===== src/rtl/conv_stream_tx.sv =====
// conv_stream_tx: streams W (K*K words), B (1 word) and X (R*C words) from a
// source memory toward the convolution input interface, or X alone when the
// command does not request new weights.
//
// Ports:
//   clk, reset                 clock, asynchronous active-low reset
//   CMD_VALID/CMD_READY        command handshake; CMD_READY is high only when idle
//   CMD_K, CMD_NEW_W           kernel size and "send W and B first" flag
//   MEM_RD_EN/MEM_ADDR         read strobe and address toward the source memory
//   MEM_DATA                   read data, valid one cycle after MEM_RD_EN
//   OUT_TDATA/TVALID/TREADY    output stream
//   OUT_TUSER                  {K, new_W flag} travelling with each beat
//   DONE                       one-cycle pulse after the last beat is accepted
module conv_stream_tx #(
  parameter int unsigned INW  = 18,
  parameter int unsigned R    = 8,
  parameter int unsigned C    = 8,
  parameter int unsigned MAXK = 5,
  localparam int unsigned K_BITS = $clog2(MAXK + 1),
  localparam int unsigned AW     = $clog2(MAXK * MAXK + 1 + R * C)
) (
  input  logic              clk,
  input  logic              reset,
  input  logic              CMD_VALID,
  output logic              CMD_READY,
  input  logic [K_BITS-1:0] CMD_K,
  input  logic              CMD_NEW_W,
  output logic              MEM_RD_EN,
  output logic [AW-1:0]     MEM_ADDR,
  input  logic [INW-1:0]    MEM_DATA,
  output logic [INW-1:0]    OUT_TDATA,
  output logic              OUT_TVALID,
  output logic [K_BITS:0]   OUT_TUSER,
  input  logic              OUT_TREADY,
  output logic              DONE
);

  localparam logic [AW-1:0] BaseB = AW'(MAXK * MAXK);
  localparam logic [AW-1:0] BaseX = AW'(MAXK * MAXK + 1);
  localparam logic [AW-1:0] LastX = AW'(MAXK * MAXK + R * C);

  typedef enum logic [2:0] {StIdle, StRdW, StRdB, StRdX, StDrain} state_e;

  state_e            state_q;
  logic [K_BITS-1:0] k_q;
  logic [AW-1:0]     addr_q;
  logic              done_q;
  logic              inflight_q;      // a read was issued last cycle
  logic              inflight_tag_q;  // that read belongs to W/B (1) or X (0)

  // Two-entry output buffer; the tag is stored next to the data.
  logic [INW-1:0]    buf_data_q [2];
  logic [K_BITS:0]   buf_user_q [2];
  logic              wr_ptr_q;
  logic              rd_ptr_q;
  logic [1:0]        occ_q;

  logic              pop;
  logic              in_rd;
  logic              rd;
  logic [2:0]        level;
  logic [AW-1:0]     k_ext;
  logic [AW-1:0]     w_last;

  assign k_ext  = AW'(k_q);
  assign w_last = k_ext * k_ext - AW'(1);

  always_comb begin
    pop   = (occ_q != 2'd0) && OUT_TREADY;
    in_rd = (state_q == StRdW) || (state_q == StRdB) || (state_q == StRdX);
    // Committed buffer usage once this cycle's pop is taken into account;
    // a new read is only safe while it stays below the buffer depth.
    level = 3'(occ_q) + 3'(inflight_q) - 3'(pop);
    rd    = in_rd && (level < 3'd2);
  end

  assign CMD_READY  = (state_q == StIdle);
  assign MEM_RD_EN  = rd;
  assign MEM_ADDR   = addr_q;
  assign OUT_TVALID = (occ_q != 2'd0);
  assign OUT_TDATA  = buf_data_q[rd_ptr_q];
  assign OUT_TUSER  = buf_user_q[rd_ptr_q];
  assign DONE       = done_q;

  always_ff @(posedge clk or negedge reset) begin
    if (!reset) begin
      state_q        <= StIdle;
      k_q            <= '0;
      addr_q         <= '0;
      done_q         <= 1'b0;
      inflight_q     <= 1'b0;
      inflight_tag_q <= 1'b0;
    end else begin
      done_q         <= 1'b0;
      inflight_q     <= rd;
      inflight_tag_q <= (state_q != StRdX);
      unique case (state_q)
        StIdle: begin
          if (CMD_VALID) begin
            k_q <= CMD_K;
            if (CMD_NEW_W) begin
              state_q <= StRdW;
              addr_q  <= '0;
            end else begin
              state_q <= StRdX;
              addr_q  <= BaseX;
            end
          end
        end
        StRdW: begin
          if (rd) begin
            if (addr_q == w_last) begin
              state_q <= StRdB;
              addr_q  <= BaseB;
            end else begin
              addr_q <= addr_q + AW'(1);
            end
          end
        end
        StRdB: begin
          if (rd) begin
            state_q <= StRdX;
            addr_q  <= BaseX;
          end
        end
        StRdX: begin
          if (rd) begin
            if (addr_q == LastX) begin
              state_q <= StDrain;
              addr_q  <= '0;
            end else begin
              addr_q <= addr_q + AW'(1);
            end
          end
        end
        StDrain: begin
          // Leave on the edge that accepts the final beat so DONE lines up
          // with the return to idle.
          if (!inflight_q && ((occ_q - 2'(pop)) == 2'd0)) begin
            state_q <= StIdle;
            done_q  <= 1'b1;
          end
        end
        default: state_q <= StIdle;
      endcase
    end
  end

  always_ff @(posedge clk or negedge reset) begin
    if (!reset) begin
      for (int i = 0; i < 2; i++) begin
        buf_data_q[i] <= '0;
        buf_user_q[i] <= '0;
      end
      wr_ptr_q <= 1'b0;
      rd_ptr_q <= 1'b0;
      occ_q    <= 2'd0;
    end else begin
      if (inflight_q) begin
        buf_data_q[wr_ptr_q] <= MEM_DATA;
        buf_user_q[wr_ptr_q] <= {k_q, inflight_tag_q};
        wr_ptr_q             <= ~wr_ptr_q;
      end
      if (pop) begin
        rd_ptr_q <= ~rd_ptr_q;
      end
      occ_q <= occ_q + 2'(inflight_q) - 2'(pop);
    end
  end

endmodule

===== config.mk =====
export PLATFORM = sky130hd
export DESIGN_NAME = conv_stream_tx
export DESIGN_NICKNAME = d
export VERILOG_FILES = /design/src/rtl/conv_stream_tx.sv
export SDC_FILE = /design/constraint.sdc
export NUM_CORES = 1
export LEC_CHECK = 0
export CAP_MARGIN = 30
export CORE_MARGIN = 2
export CORE_UTILIZATION = 47
export CTS_CLUSTER_DIAMETER = 50
export DETAILED_ROUTE_END_ITERATION = 10
export PLACE_DENSITY = 0.76
export RECOVER_POWER = 100
export SLEW_MARGIN = 20
export SYNTH_ARGS = -nofsm -noshare
export SYNTH_HDL_FRONTEND = slang
export SYNTH_SLANG_ARGS = --single-unit

===== constraint.sdc =====
create_clock -name clk -period 3.73 [get_ports clk]
set_input_delay 1.119 -clock clk [delete_from_list [all_inputs] [get_ports clk]]
set_output_delay 1.119 -clock clk [all_outputs]
set_load 0.01 [all_outputs]

==> load_flow_metrics.sql <==
INSERT INTO impl_metrics (metric_group, metric, value, unit) VALUES
('status', 'run_status', 'finished with violations', ''),
('status', 'failed_checks', 'setup timing', ''),
('power', 'vdd_drop_max', '0.4242', 'mV'),
('synthesis', 'synth.ff_latch_count', '64', ''),
('power', 'p_comb_frac', '0.476', ''),
('worst_setup_path', 'crit_path_end_kind', 'primary output', ''),
('final_layout', 'final_nets', '353', ''),
('sta', 'finalClockSkew', '0.007227', 'ns'),
('worst_setup_path', 'path_cells', 'buf_6 > and2_4 > ha_4 > inv_4 > ha_4 > fa_2 > nor4_4 > buf_2', ''),
('cts', 'tritoncts', 'built', ''),
('floorplanning', 'io_pins', '59', ''),
('global_routing', 'wire_length_of_the_first_global_routing_pass', '10.63', 'mm'),
('final_layout', 'layout-area-overhead-vs-synth', '30.65', '%'),
('floorplanning', 'die_h', '86.36', 'um'),
('synthesis', 'synth_compound_gate_area_share', '0.06358', ''),
('placement', 'gp_congestion', '0.9263', ''),
('job', 'maxCapViolations', '0', ''),
('routing', 'vias', '2158', ''),
('synthesis', 'synth-adder-area-share', '0.02983', ''),
('worst_setup_path', 'delay_of_the_slowest_critical_path_stage', '0.50', 'ns'),
('global_routing', 'grt-ovfl-total', '0', ''),
('placement', 'port-buffer-count', '58', ''),
('cts', 'clock_tree.buffer_depth', '2', ''),
('synthesis', 'yosys_most_used_dff', 'dfrtp_1', ''),
('worst_setup_path', 'path_class', 'in2out', ''),
('floorplanning', 'dieWidth', '86.36', 'um'),
('final_layout', 'final_core_utilization', '0.6234', ''),
('power', 'internal_power_component', '2282', 'uW'),
('cts', 'clock_tree.htree_level_count', '3', ''),
('global_routing', 'number_of_antenna_violations_at_the_first_check_in_global_routing', '0', ''),
('routing', 'detail-route-antenna-nets', '0', ''),
('cts', 'clk_pin_slew_worst_paths', '0.06', 'ns'),
('worst_setup_path', 'worst_ep_required_time', '2.61', 'ns'),
('synthesis', 'synthSimpleGateAreaFrac', '0.1060', ''),
('power', 'switchingPower', '1067', 'uW'),
('placement', 'hpwl', '4.359', 'mm'),
('synthesis', 'synthMuxAreaShare', '0.2469', ''),
('worst_setup_path', 'cp_slowest_cell', 'fa_2', ''),
('worst_setup_path', 'worst-path-max-fanout', '2', ''),
('cts', 'clock_insertion_delay_worst_skew', '0.32', 'ns'),
('synthesis', 'total_nets_after_synthesis', '282', ''),
('worst_setup_path', 'worst_r2r_endpoint', 'MEM_ADDR[6]', ''),
('synthesis', 'netlist-cell-type-count', '46', ''),
('floorplanning', 'initial_utilization', '0.4772', ''),
('power', 'power.leakage', '0.001819', 'uW'),
('sta', 'report.final.setup_viol', '1', ''),
('sta', 'achievable-frequency', '0.2591', 'GHz'),
('worst_setup_path', 'setup.worst_path.start_class', 'input port', ''),
('final_layout', 'most-common-layout-cells', 'mux2_2 (69), dfrtp_1 (64), dlygate4sd3_1 (42), clkdlybuf4s50_1 (13)', ''),
('synthesis', 'ys_warn_count', '0', ''),
('worst_setup_path', 'cp-endpoint', 'MEM_RD_EN', ''),
('global_routing', 'via_count_of_the_first_global_routing_pass', '2235', ''),
('sta', 'worst_slack', '-0.1299', 'ns'),
('routing', 'wirelength', '6.312', 'mm'),
('routing', 'detailedRoute.firstIterationViolations', '70', ''),
('sta', 'timing.max_slew.rel_slack', '0.1236', ''),
('synthesis', 'synth-edff-count', '0', ''),
('worst_setup_path', 'timing.critical_path.mode_cell', 'ha_4', ''),
('floorplanning', 'floorplan.die_area', '7458', 'sq um'),
('synthesis', 'postSynthAreaPerCell', '12.80', 'sq um'),
('sta', 'worstMarginPinSlew', '1.315', 'ns'),
('power', 'total_power', '3349', 'uW'),
('routing', 'detailedRoute.firstPassIterationCount', '4', ''),
('synthesis', 'synth_seq_area_share', '0.5024', ''),
('synthesis', 'synth.top_cell.area_share', '0.5024', ''),
('sta', 'unrepaired_setup_endpoints_after_global_routing', 'true', ''),
('worst_setup_path', 'crit_arrival', '2.74', 'ns'),
('final_layout', 'most_frequent_standard_cell_in_the_layout_excluding_fill_and_tap_cells', 'mux2_2', ''),
('power', 'clock_share_of_power', '0.192', ''),
('worst_setup_path', 'critical_path.startpoint', 'OUT_TREADY', ''),
('cts', 'clock_sink_count', '64', '');
## kinds of logic after synthesis
kind of cell / after synthesis
AOI/OAI and AO/OA: 25
adders and majority gates: 7
DFF: 64
xor gates and xnor gates: 10
buffers and inverters: 18
muxes: 70
and+or+nand+nor: 55
## flip-flops by register name, indices dropped and copies added (netlist names), 2 cells and up
signal      flops
buf_data_q     36
buf_user_q      8
k_q             3
occ_q           2
MEM_ADDR        7
state_q         3
## final cells by class
cell class,count,area [sq um]
clock buffers,13,148.9
clock inverters,3,65.06
fillers,561,2516
inverters,5,21.27
multi-input cells,167,1563
flip-flops and latches,64,1602
well taps,80,100.1
repair buffers,73,665.6
## repair_timing
| item | in CTS | in global routing |
|---|---|---|
| endpoints found under the setup margin | 1 | 1 |
| gates resized for setup | 14 | 0 |
| pin swaps | 3 | 0 |
| hold buffers | 0 | 0 |
| buffers inserted | 1 | 0 |
## synth_stat cells (2+ instances only)
cell type and count:
and2_1 3, buf_2 4, xor2_1 7, dfrtp_1 64, nor3_1 3, nor2b_1 2
inv_1 5, a21o_1 4, nand3b_1 4, xnor2_1 3, mux2_2 69, nand2_1 8
nor4_1 2, ha_1 6, o21ai_0 6, or2_2 3, a221oi_1 2, buf_1 3
a22oi_1 2, nor2_1 6, clkbuf_1 5, nand2b_1 4, or4_1 2, nand3_1 10
## metrics by stage
| step | cell area, sq um | hold slack (ns) | worst slack (ns) | instances |
|---|---|---|---|---|
| 6_report | 4165 | 0.4925 | -0.1299 | 405 |
| 4_1_cts | 4194 | 0.5026 | -0.1379 | 405 |
| 3_5_place_dp | 3946 | 0.4874 | -0.9273 | 388 |
| 3_3_place_gp | 3931 | 0.4813 | -0.9031 | 387 |
| 5_1_grt | 4165 | 0.5171 | -0.1797 | 405 |
| 2_1_floorplan | 3213 | 0.4633 | 0.02144 | 249 |
## worst max-delay path, delay by kind of cell
| kind | cells | cell delay [ns] |
|---|---|---|
| and+or+nand+nor | 2 | 0.40 |
| buffers and inverters | 3 | 0.30 |
| adders and majority gates | 3 | 0.92 |
## how the worst min path moves through the flow
stage,from,end,cells past startpoint
after floorplan,wr_ptr_q,wr_ptr_q,1
after global placement,buf_data_q[6],buf_data_q[6],1
after detailed placement,buf_data_q[3],buf_data_q[3],1
after CTS,buf_data_q[3],buf_data_q[3],1
after global routing,buf_user_q[1],buf_user_q[1],1
final,wr_ptr_q,wr_ptr_q,1
## power groups by stage
stage          clock, uW  combinational, uW  sequential (uW)
3_5_place_dp           0               1660             1130
4_1_cts              657               1700             1120
6_report             642               1590             1110
3_3_place_gp           0               1620             1110
5_1_grt              698               1740             1150
2_1_floorplan          0                974             1080
## routing by layer
layer  track usage  vias up  wire length [um]
met5             0        -                 0
met4       0.06392        0                54
met3       0.04381        4               322
met2        0.2832       50              2955
met1        0.2537     1061              2980
li1              -     1043                 -
Power figures use the tool's default switching activity.
